### config.mk
export PLATFORM = sky130hd
export DESIGN_NAME = l2_cache_ctrl_wb_flat
export DESIGN_NICKNAME = d
export VERILOG_FILES = /design/src/rtl/l2_cache_ctrl_wb_if.sv /design/src/rtl/l2_cache_ctrl_wb.sv /design/src/flat_wrapper.sv
export SDC_FILE = /design/constraint.sdc
export NUM_CORES = 1
export LEC_CHECK = 0
export CAP_MARGIN = 20
export CORE_MARGIN = 2
export CORE_UTILIZATION = 38
export DETAILED_ROUTE_END_ITERATION = 16
export GPL_TIMING_DRIVEN = 0
export PLACE_DENSITY = 0.84
export SETUP_SLACK_MARGIN = 0.15
export SLEW_MARGIN = 0
export SYNTH_ARGS = -nofsm -noshare
export SYNTH_HDL_FRONTEND = slang
export SYNTH_SLANG_ARGS = --single-unit
### constraint.sdc
create_clock -name clk -period 6.5 [get_ports clk]
set_clock_uncertainty 0.15 [all_clocks]
set_input_delay 1.3 -clock clk [delete_from_list [all_inputs] [get_ports clk]]
set_output_delay 1.3 -clock clk [all_outputs]
set_load 0.01 [all_outputs]
### src/rtl/l2_cache_ctrl_wb_if.sv
// Bundle between the L2 control FSM, the L2 datapath arrays and the pmem arbiter.
// master = datapath/CPU/pmem side, slave = l2_cache_ctrl_wb.
interface l2_cache_ctrl_wb_if #(
  parameter int NUM_WAYS   = 8,
  parameter int WAYS_LOG_2 = $clog2(NUM_WAYS)
);
  logic                                 mem_read;
  logic                                 mem_write;
  logic                                 mem_resp;
  logic                                 pmem_resp;
  logic                                 pmem_read;
  logic                                 pmem_write;
  logic                                 hit;
  logic [WAYS_LOG_2-1:0]                hit_way;
  logic [NUM_WAYS-1:0]                  valid_out;
  logic [NUM_WAYS-1:0]                  dirty_out;
  logic [NUM_WAYS-1:0][WAYS_LOG_2-1:0]  lru_out;
  logic [WAYS_LOG_2-1:0]                way_sel;
  logic                                 tag_load;
  logic                                 valid_load;
  logic                                 dirty_load;
  logic                                 dirty_in;
  logic [1:0]                           writing;
  logic                                 addr_sel;
  logic [NUM_WAYS-1:0]                  lru_load;
  logic [NUM_WAYS-1:0][WAYS_LOG_2-1:0]  lru_in;
  logic [31:0]                          hit_cnt;
  logic [31:0]                          miss_cnt;
  logic [31:0]                          wb_cnt;

  modport master (
    output mem_read, mem_write, pmem_resp, hit, hit_way, valid_out, dirty_out, lru_out,
    input  mem_resp, pmem_read, pmem_write, way_sel, tag_load, valid_load, dirty_load,
           dirty_in, writing, addr_sel, lru_load, lru_in, hit_cnt, miss_cnt, wb_cnt
  );

  modport slave (
    input  mem_read, mem_write, pmem_resp, hit, hit_way, valid_out, dirty_out, lru_out,
    output mem_resp, pmem_read, pmem_write, way_sel, tag_load, valid_load, dirty_load,
           dirty_in, writing, addr_sel, lru_load, lru_in, hit_cnt, miss_cnt, wb_cnt
  );
endinterface

### src/rtl/l2_cache_ctrl_wb.sv
// N-way write-back/write-allocate L2 control FSM with registered victim selection and LRU ageing.
// Optional perf counters enabled by defining L2_PERF_CNT_EN.
module l2_cache_ctrl_wb #(
  parameter int NUM_WAYS   = 8,
  parameter int WAYS_LOG_2 = $clog2(NUM_WAYS)
) (
  input  logic              clk,
  input  logic              rst_n,
  l2_cache_ctrl_wb_if.slave bus
);
  // state | meaning
  // CHECK | tag lookup; hit completes here, miss latches victim
  // WB    | dirty victim line written to pmem
  // FILL  | new line read from pmem into victim way
  typedef enum logic [1:0] {
    CHECK = 2'd0,
    WB    = 2'd1,
    FILL  = 2'd2
  } state_e;

  localparam logic [WAYS_LOG_2-1:0] AGE_MAX = WAYS_LOG_2'(NUM_WAYS - 1);

  state_e                state_q, state_d;
  logic [WAYS_LOG_2-1:0] victim_q, victim_d;
  logic [WAYS_LOG_2-1:0] victim_pick;
  logic [WAYS_LOG_2-1:0] touch_way;
  logic [WAYS_LOG_2-1:0] touch_age;
  logic                  req;
  logic                  victim_dirty;
  logic                  touch_en;
  logic                  hit_evt;
  logic                  miss_evt;
  logic                  wb_evt;

  assign req = bus.mem_read | bus.mem_write;

  // Descending scans so the lowest index wins; invalid ways override the LRU pick.
  always_comb begin : victim_select
    victim_pick = '0;
    for (int i = NUM_WAYS - 1; i >= 0; i--) begin
      if (bus.lru_out[i] == AGE_MAX) victim_pick = WAYS_LOG_2'(i);
    end
    for (int i = NUM_WAYS - 1; i >= 0; i--) begin
      if (!bus.valid_out[i]) victim_pick = WAYS_LOG_2'(i);
    end
  end

  assign victim_dirty = bus.valid_out[victim_pick] & bus.dirty_out[victim_pick];

  always_comb begin : fsm_comb
    state_d         = state_q;
    victim_d        = victim_q;
    bus.mem_resp    = 1'b0;
    bus.pmem_read   = 1'b0;
    bus.pmem_write  = 1'b0;
    bus.way_sel     = victim_q;
    bus.tag_load    = 1'b0;
    bus.valid_load  = 1'b0;
    bus.dirty_load  = 1'b0;
    bus.dirty_in    = 1'b0;
    bus.writing     = 2'b11;
    bus.addr_sel    = 1'b0;
    touch_en        = 1'b0;
    touch_way       = victim_q;
    hit_evt         = 1'b0;
    miss_evt        = 1'b0;
    wb_evt          = 1'b0;
    // Outputs are held at defaults while reset is asserted.
    if (rst_n) begin
      case (state_q)
        CHECK: begin
          if (req) begin
            if (bus.hit) begin
              bus.mem_resp = 1'b1;
              bus.way_sel  = bus.hit_way;
              touch_en     = 1'b1;
              touch_way    = bus.hit_way;
              hit_evt      = 1'b1;
              if (bus.mem_write) begin
                bus.dirty_load = 1'b1;
                bus.dirty_in   = 1'b1;
                bus.writing    = 2'b01;
              end
            end else begin
              victim_d = victim_pick;
              miss_evt = 1'b1;
              state_d  = victim_dirty ? WB : FILL;
            end
          end
        end
        WB: begin
          bus.pmem_write = 1'b1;
          bus.addr_sel   = 1'b1;
          if (bus.pmem_resp) begin
            wb_evt  = 1'b1;
            state_d = FILL;
          end
        end
        FILL: begin
          bus.pmem_read = 1'b1;
          bus.writing   = 2'b00;
          if (bus.pmem_resp) begin
            bus.tag_load   = 1'b1;
            bus.valid_load = 1'b1;
            bus.dirty_load = 1'b1;
            touch_en       = 1'b1;
            state_d        = CHECK;
          end
        end
        default: state_d = CHECK;
      endcase
    end
  end

  // An invalid touched way counts as oldest, so every valid way ages by one.
  always_comb begin : lru_update
    bus.lru_load = '0;
    bus.lru_in   = '0;
    touch_age    = bus.valid_out[touch_way] ? bus.lru_out[touch_way] : AGE_MAX;
    if (touch_en) begin
      for (int i = 0; i < NUM_WAYS; i++) begin
        if (WAYS_LOG_2'(i) == touch_way) begin
          bus.lru_load[i] = 1'b1;
          bus.lru_in[i]   = '0;
        end else if (bus.valid_out[i] && (bus.lru_out[i] < touch_age)) begin
          bus.lru_load[i] = 1'b1;
          bus.lru_in[i]   = bus.lru_out[i] + WAYS_LOG_2'(1);
        end
      end
    end
  end

  always_ff @(posedge clk or negedge rst_n) begin
    if (!rst_n) begin
      state_q  <= CHECK;
      victim_q <= '0;
    end else begin
      state_q  <= state_d;
      victim_q <= victim_d;
    end
  end

`ifdef L2_PERF_CNT_EN
  logic [31:0] hit_cnt_q, hit_cnt_d;
  logic [31:0] miss_cnt_q, miss_cnt_d;
  logic [31:0] wb_cnt_q, wb_cnt_d;

  always_comb begin : perf_comb
    hit_cnt_d  = hit_cnt_q;
    miss_cnt_d = miss_cnt_q;
    wb_cnt_d   = wb_cnt_q;
    if (hit_evt && (hit_cnt_q != '1))   hit_cnt_d  = hit_cnt_q + 32'd1;
    if (miss_evt && (miss_cnt_q != '1)) miss_cnt_d = miss_cnt_q + 32'd1;
    if (wb_evt && (wb_cnt_q != '1))     wb_cnt_d   = wb_cnt_q + 32'd1;
  end

  always_ff @(posedge clk or negedge rst_n) begin
    if (!rst_n) begin
      hit_cnt_q  <= '0;
      miss_cnt_q <= '0;
      wb_cnt_q   <= '0;
    end else begin
      hit_cnt_q  <= hit_cnt_d;
      miss_cnt_q <= miss_cnt_d;
      wb_cnt_q   <= wb_cnt_d;
    end
  end

  assign bus.hit_cnt  = hit_cnt_q;
  assign bus.miss_cnt = miss_cnt_q;
  assign bus.wb_cnt   = wb_cnt_q;
`else
  logic unused_evt;
  assign unused_evt   = hit_evt ^ miss_evt ^ wb_evt;
  assign bus.hit_cnt  = '0;
  assign bus.miss_cnt = '0;
  assign bus.wb_cnt   = '0;
`endif

endmodule
### src/flat_wrapper.sv
// flat-port wrapper written by rule: the top's interface ports become plain ports
module l2_cache_ctrl_wb_flat 
#(
  parameter int NUM_WAYS   = 8,
  parameter int WAYS_LOG_2 = $clog2(NUM_WAYS)
)
  (clk, rst_n, bus_mem_read, bus_mem_write, bus_pmem_resp, bus_hit, bus_hit_way, bus_valid_out, bus_dirty_out, bus_lru_out, bus_mem_resp, bus_pmem_read, bus_pmem_write, bus_way_sel, bus_tag_load, bus_valid_load, bus_dirty_load, bus_dirty_in, bus_writing, bus_addr_sel, bus_lru_load, bus_lru_in, bus_hit_cnt, bus_miss_cnt, bus_wb_cnt);
  l2_cache_ctrl_wb_if #(.NUM_WAYS(NUM_WAYS), .WAYS_LOG_2(WAYS_LOG_2)) bus_i ();
  input  logic clk;
  input  logic rst_n;
  input wire logic [$bits(bus_i.mem_read)-1:0] bus_mem_read;
  input wire logic [$bits(bus_i.mem_write)-1:0] bus_mem_write;
  input wire logic [$bits(bus_i.pmem_resp)-1:0] bus_pmem_resp;
  input wire logic [$bits(bus_i.hit)-1:0] bus_hit;
  input wire logic [$bits(bus_i.hit_way)-1:0] bus_hit_way;
  input wire logic [$bits(bus_i.valid_out)-1:0] bus_valid_out;
  input wire logic [$bits(bus_i.dirty_out)-1:0] bus_dirty_out;
  input wire logic [$bits(bus_i.lru_out)-1:0] bus_lru_out;
  output wire logic [$bits(bus_i.mem_resp)-1:0] bus_mem_resp;
  output wire logic [$bits(bus_i.pmem_read)-1:0] bus_pmem_read;
  output wire logic [$bits(bus_i.pmem_write)-1:0] bus_pmem_write;
  output wire logic [$bits(bus_i.way_sel)-1:0] bus_way_sel;
  output wire logic [$bits(bus_i.tag_load)-1:0] bus_tag_load;
  output wire logic [$bits(bus_i.valid_load)-1:0] bus_valid_load;
  output wire logic [$bits(bus_i.dirty_load)-1:0] bus_dirty_load;
  output wire logic [$bits(bus_i.dirty_in)-1:0] bus_dirty_in;
  output wire logic [$bits(bus_i.writing)-1:0] bus_writing;
  output wire logic [$bits(bus_i.addr_sel)-1:0] bus_addr_sel;
  output wire logic [$bits(bus_i.lru_load)-1:0] bus_lru_load;
  output wire logic [$bits(bus_i.lru_in)-1:0] bus_lru_in;
  output wire logic [$bits(bus_i.hit_cnt)-1:0] bus_hit_cnt;
  output wire logic [$bits(bus_i.miss_cnt)-1:0] bus_miss_cnt;
  output wire logic [$bits(bus_i.wb_cnt)-1:0] bus_wb_cnt;
  assign bus_i.mem_read = bus_mem_read;
  assign bus_i.mem_write = bus_mem_write;
  assign bus_i.pmem_resp = bus_pmem_resp;
  assign bus_i.hit = bus_hit;
  assign bus_i.hit_way = bus_hit_way;
  assign bus_i.valid_out = bus_valid_out;
  assign bus_i.dirty_out = bus_dirty_out;
  assign bus_i.lru_out = bus_lru_out;
  assign bus_mem_resp = bus_i.mem_resp;
  assign bus_pmem_read = bus_i.pmem_read;
  assign bus_pmem_write = bus_i.pmem_write;
  assign bus_way_sel = bus_i.way_sel;
  assign bus_tag_load = bus_i.tag_load;
  assign bus_valid_load = bus_i.valid_load;
  assign bus_dirty_load = bus_i.dirty_load;
  assign bus_dirty_in = bus_i.dirty_in;
  assign bus_writing = bus_i.writing;
  assign bus_addr_sel = bus_i.addr_sel;
  assign bus_lru_load = bus_i.lru_load;
  assign bus_lru_in = bus_i.lru_in;
  assign bus_hit_cnt = bus_i.hit_cnt;
  assign bus_miss_cnt = bus_i.miss_cnt;
  assign bus_wb_cnt = bus_i.wb_cnt;
  l2_cache_ctrl_wb #(.NUM_WAYS(NUM_WAYS), .WAYS_LOG_2(WAYS_LOG_2)) u_core (.clk(clk), .rst_n(rst_n), .bus(bus_i));
endmodule
==> key figures <==
Clocking
  • Reg clk slew, reported paths: roughly 40 ps
  • CTS tree: yes
  • Clock Tree Root: clkbuf_8
  • Clk_lat worst skew: between 200 and 250 ps
  • CTS max path bufs: 2
  • TritonCTS Sinks: 5
  • H-Tree Level Count: 1
  • Num CTS Buffers: 3

GRT
  • Largest net degree at the start of global routing: 14
  • GRT Overall Usage: between 20% and 30%
  • Antenna violations before repair: 0
  • Global route overflow: 0
  • Number of global-route vias before repair: ~3300
  • First-pass GRT wire length: roughly 16 mm

Drt
  • DR iter-0 viols: between 200 and 300
  • Via-to-Cell Ratio: between 4 and 5
  • Drt pass-1 iters: 5
  • Routed len/inst: 14.9 um
  • WL final: about 11 mm
  • Vias post-DR: 3542
  • Residual DRC: 0
  • Final ANT Viol Nets: 0

Placed design
  • DP Worst Slack: -1170 ps
  • GP Congestion: 0.962
  • I/O Buffers: 92
  • Inst Count DP: around 700
  • DP HPWL: 8.55 mm

Logic synthesis
  • Yosys cell types: between 60 and 70
  • Post-synth ARST share: between 90% and 100%
  • Post-Syn Area per Cell: around 7.4 um2
  • Ys flop type: dfrtp_1
  • Synth Cell Area: between 2000 and 3000 um2
  • YS warnings: 0
  • Mapped Cells: between 400 and 500
  • Cell taking the most area after synthesis: buf_4
  • Synth area leaders: buf_4 25%, ha_1 14%, o21ai_0 5.4%
  • Post-synth EDFFs: 0
  • Register bit total from synthesis: 5
  • Share of the synthesized area in the top cell type: about 25%
  • Sequential element share of the synthesized area: 4.23%

Floorplanning
  • Die height: 92.2 um
  • Starting Density: between 30 and 40%
  • Die X: about 92 um
  • Row count: 32
  • Core area: around 7600 um2
  • # IOs: 190
  • Die area: between 8000 and 9000 um2

STA
  • Final period util: 98.2%
  • Final hold vios: 0
  • Max_slew headroom: about 45%
  • Unrepaired setup endpoints after global routing: true
  • Highest Clock Rate: 157 MHz
  • Final worst path period need: around 6400 ps
  • Setup ws final: between 100 and 150 ps
  • Least-Margin Pin Slew: around 820 ps
  • Slew Viols, Final: 0
  • # setup viols final: 0

Final layout
  • Storage element area: around 130 um2
  • # fillers: between 700 and 800
  • Area grow syn2layout: 60.8%
  • Layout Nets: between 600 and 700
  • Number of diodes: 0
  • Multi-input logic area: between 2000 and 3000 um2
  • Final instance count without filler cells: approximately 700
  • Share of layout cells above drive strength 1: 28.7%

Setup path
  • Setup CP Type: input port to primary output
  • WP data arrival: 4930 ps
  • Crit-path cells: clkdlybuf4s50_1 -> or2_4 -> nand2_8 -> buf_4 -> mux2i_4 -> buf_4 -> a221oi_4 -> a22oi_2 -> a21oi_4 -> ha_1 -> or3_1 -> a2111oi_4 -> a21oi_2 -> nor2b_1 -> clkdlybuf4s50_1
  • Critical Path End Type: primary output
  • Critical-path top delay cell: clkdlybuf4s50_1
  • Slowest stage delay, CP: roughly 540 ps
  • Startpoint types: input port
  • CP max FO: 7
  • Req. time, crit path: 5050 ps

Hold path
  • Type of the worst min-delay path: register to register

Pwr
  • LEAKAGE: about 2.6 nW
  • Pwr dens: 222 nW/um2
  • Power Total: ~0.0011 W
  • Peak supply drop: approximately 90 uV

Flow run
  • Max-Cap Viols: 0

Outcome
  • Status: finished clean
-- logic make-up (layout without fill, tap and decap cells) --
logic type	Yosys count	in the layout	share of synthesized area, %
fa+ha+maj	32	32	13.5
compound gates	116	116	26.0
simple gates	111	111	20.3
mux	21	21	8.47
flops	5	5	4.23
other cells	1	96	0.127
buf+inv	116	232	27.3
-- path summary, 6_finish.rpt --
path	slack, ps	end	start	cells past startpoint
max	120	bus_lru_in[1]	bus_mem_read	15
min	500	u_core.state_q[0]	u_core.state_q[0]	1
max reg2reg	4580	u_core.victim_q[0]	u_core.state_q[0]	3
min reg2reg	500	u_core.state_q[0]	u_core.state_q[0]	1
max in group asynchronous	5230	u_core.state_q[0]	rst_n	1
min in group asynchronous	780	u_core.victim_q[2]	rst_n	1
-- state kept, by name, summed over array words and instances, names as in the netlist --
signal and count:
u_core.state_q 2, u_core.victim_q 3
-- through the flow --
stage / setup TNS (ps) / hold slack, ps / area [um2] / utilization (%)
floorplan: 0 / 414 / 3310 / -
global placement: -24390 / 452 / 4360 / 57.0
detailed placement: -27190 / 487 / 4360 / 57.0
CTS: 0 / 496 / 4580 / 59.9
global route: -10.4 / 541 / 4750 / 62.1
finish: 0 / 497 / 4750 / 62.1
-- power by group --
group,internal (W),switching (W)
combinational,0.000444,0.000501
clock,0.0000422,0.0000163
sequential,0.0000407,0.0000131
-- synthesized netlist by cell type (all sizes together) (3+ instances only) --
cell,instances
ha,32
a21boi,12
nand2,31
o22ai,3
nor2b,9
or2,4
a221oi,10
clkbuf,3
mux2,6
nand3,4
dfrtp,5
o21ai,35
mux2i,14
nand2b,12
a31oi,7
inv,12
and3,3
and3b,3
o21a,3
a21oi,25
o21bai,5
nand4,6
buf,101
nor3,7
nor2,19
-- layout by cell type, fill, tap and decap left out, drive strengths merged, types with 5 or more instances in the layout --
cell type | netlist | final
a21boi | 12 | 12
a21oi | 25 | 25
a221oi | 10 | 10
a31oi | 7 | 7
buf | 101 | 124
clkbuf | 3 | 10
clkdlybuf4s50 | 0 | 67
conb | 1 | 96
dfrtp | 5 | 5
dlygate4sd2 | 0 | 9
dlymetal6s2s | 0 | 10
ha | 32 | 32
inv | 12 | 12
mux2 | 6 | 6
mux2i | 14 | 14
nand2 | 31 | 31
nand2b | 12 | 12
nand4 | 6 | 6
nor2 | 19 | 19
nor2b | 9 | 9
nor3 | 7 | 7
o21ai | 35 | 35
o21bai | 5 | 5
-- cell type report --
cell class              instances  area share, %
clock buffers                   4          0.948
plain buffers                 104           16.1
repair buffers                112           22.7
well taps                     102           2.69
multi-input cells             376           53.9
flip-flops and latches          5           2.63
inverters                      12           1.00
-- timing repair --
action                                  in CTS  in global routing
buffers inserted                             6                 14
endpoints found under the setup margin      32                 25
gates resized for setup                     46                 45
pin swaps                                    3                 14
hold buffers                                 0                  0
-- routing by layer --
layer  vias to the layer above  part of all wire, %  GRT usage, %
met1                      1627                   41          30.4
met2                       192                   50          41.5
met5                         -                    0             0
li1                       1705                    -             -
met3                        18                  7.6          2.30
met4                         0                  1.6          6.34
-- worst max-delay path: cells and delay by family --
family,cells,cell delay [ps]
buffers and inverters,4,1280
and+or+nand+nor,4,940
AOI/OAI and AO/OA,5,940
muxes,1,280
adders and majority gates,1,200
(Power assumes the default switching activity.)
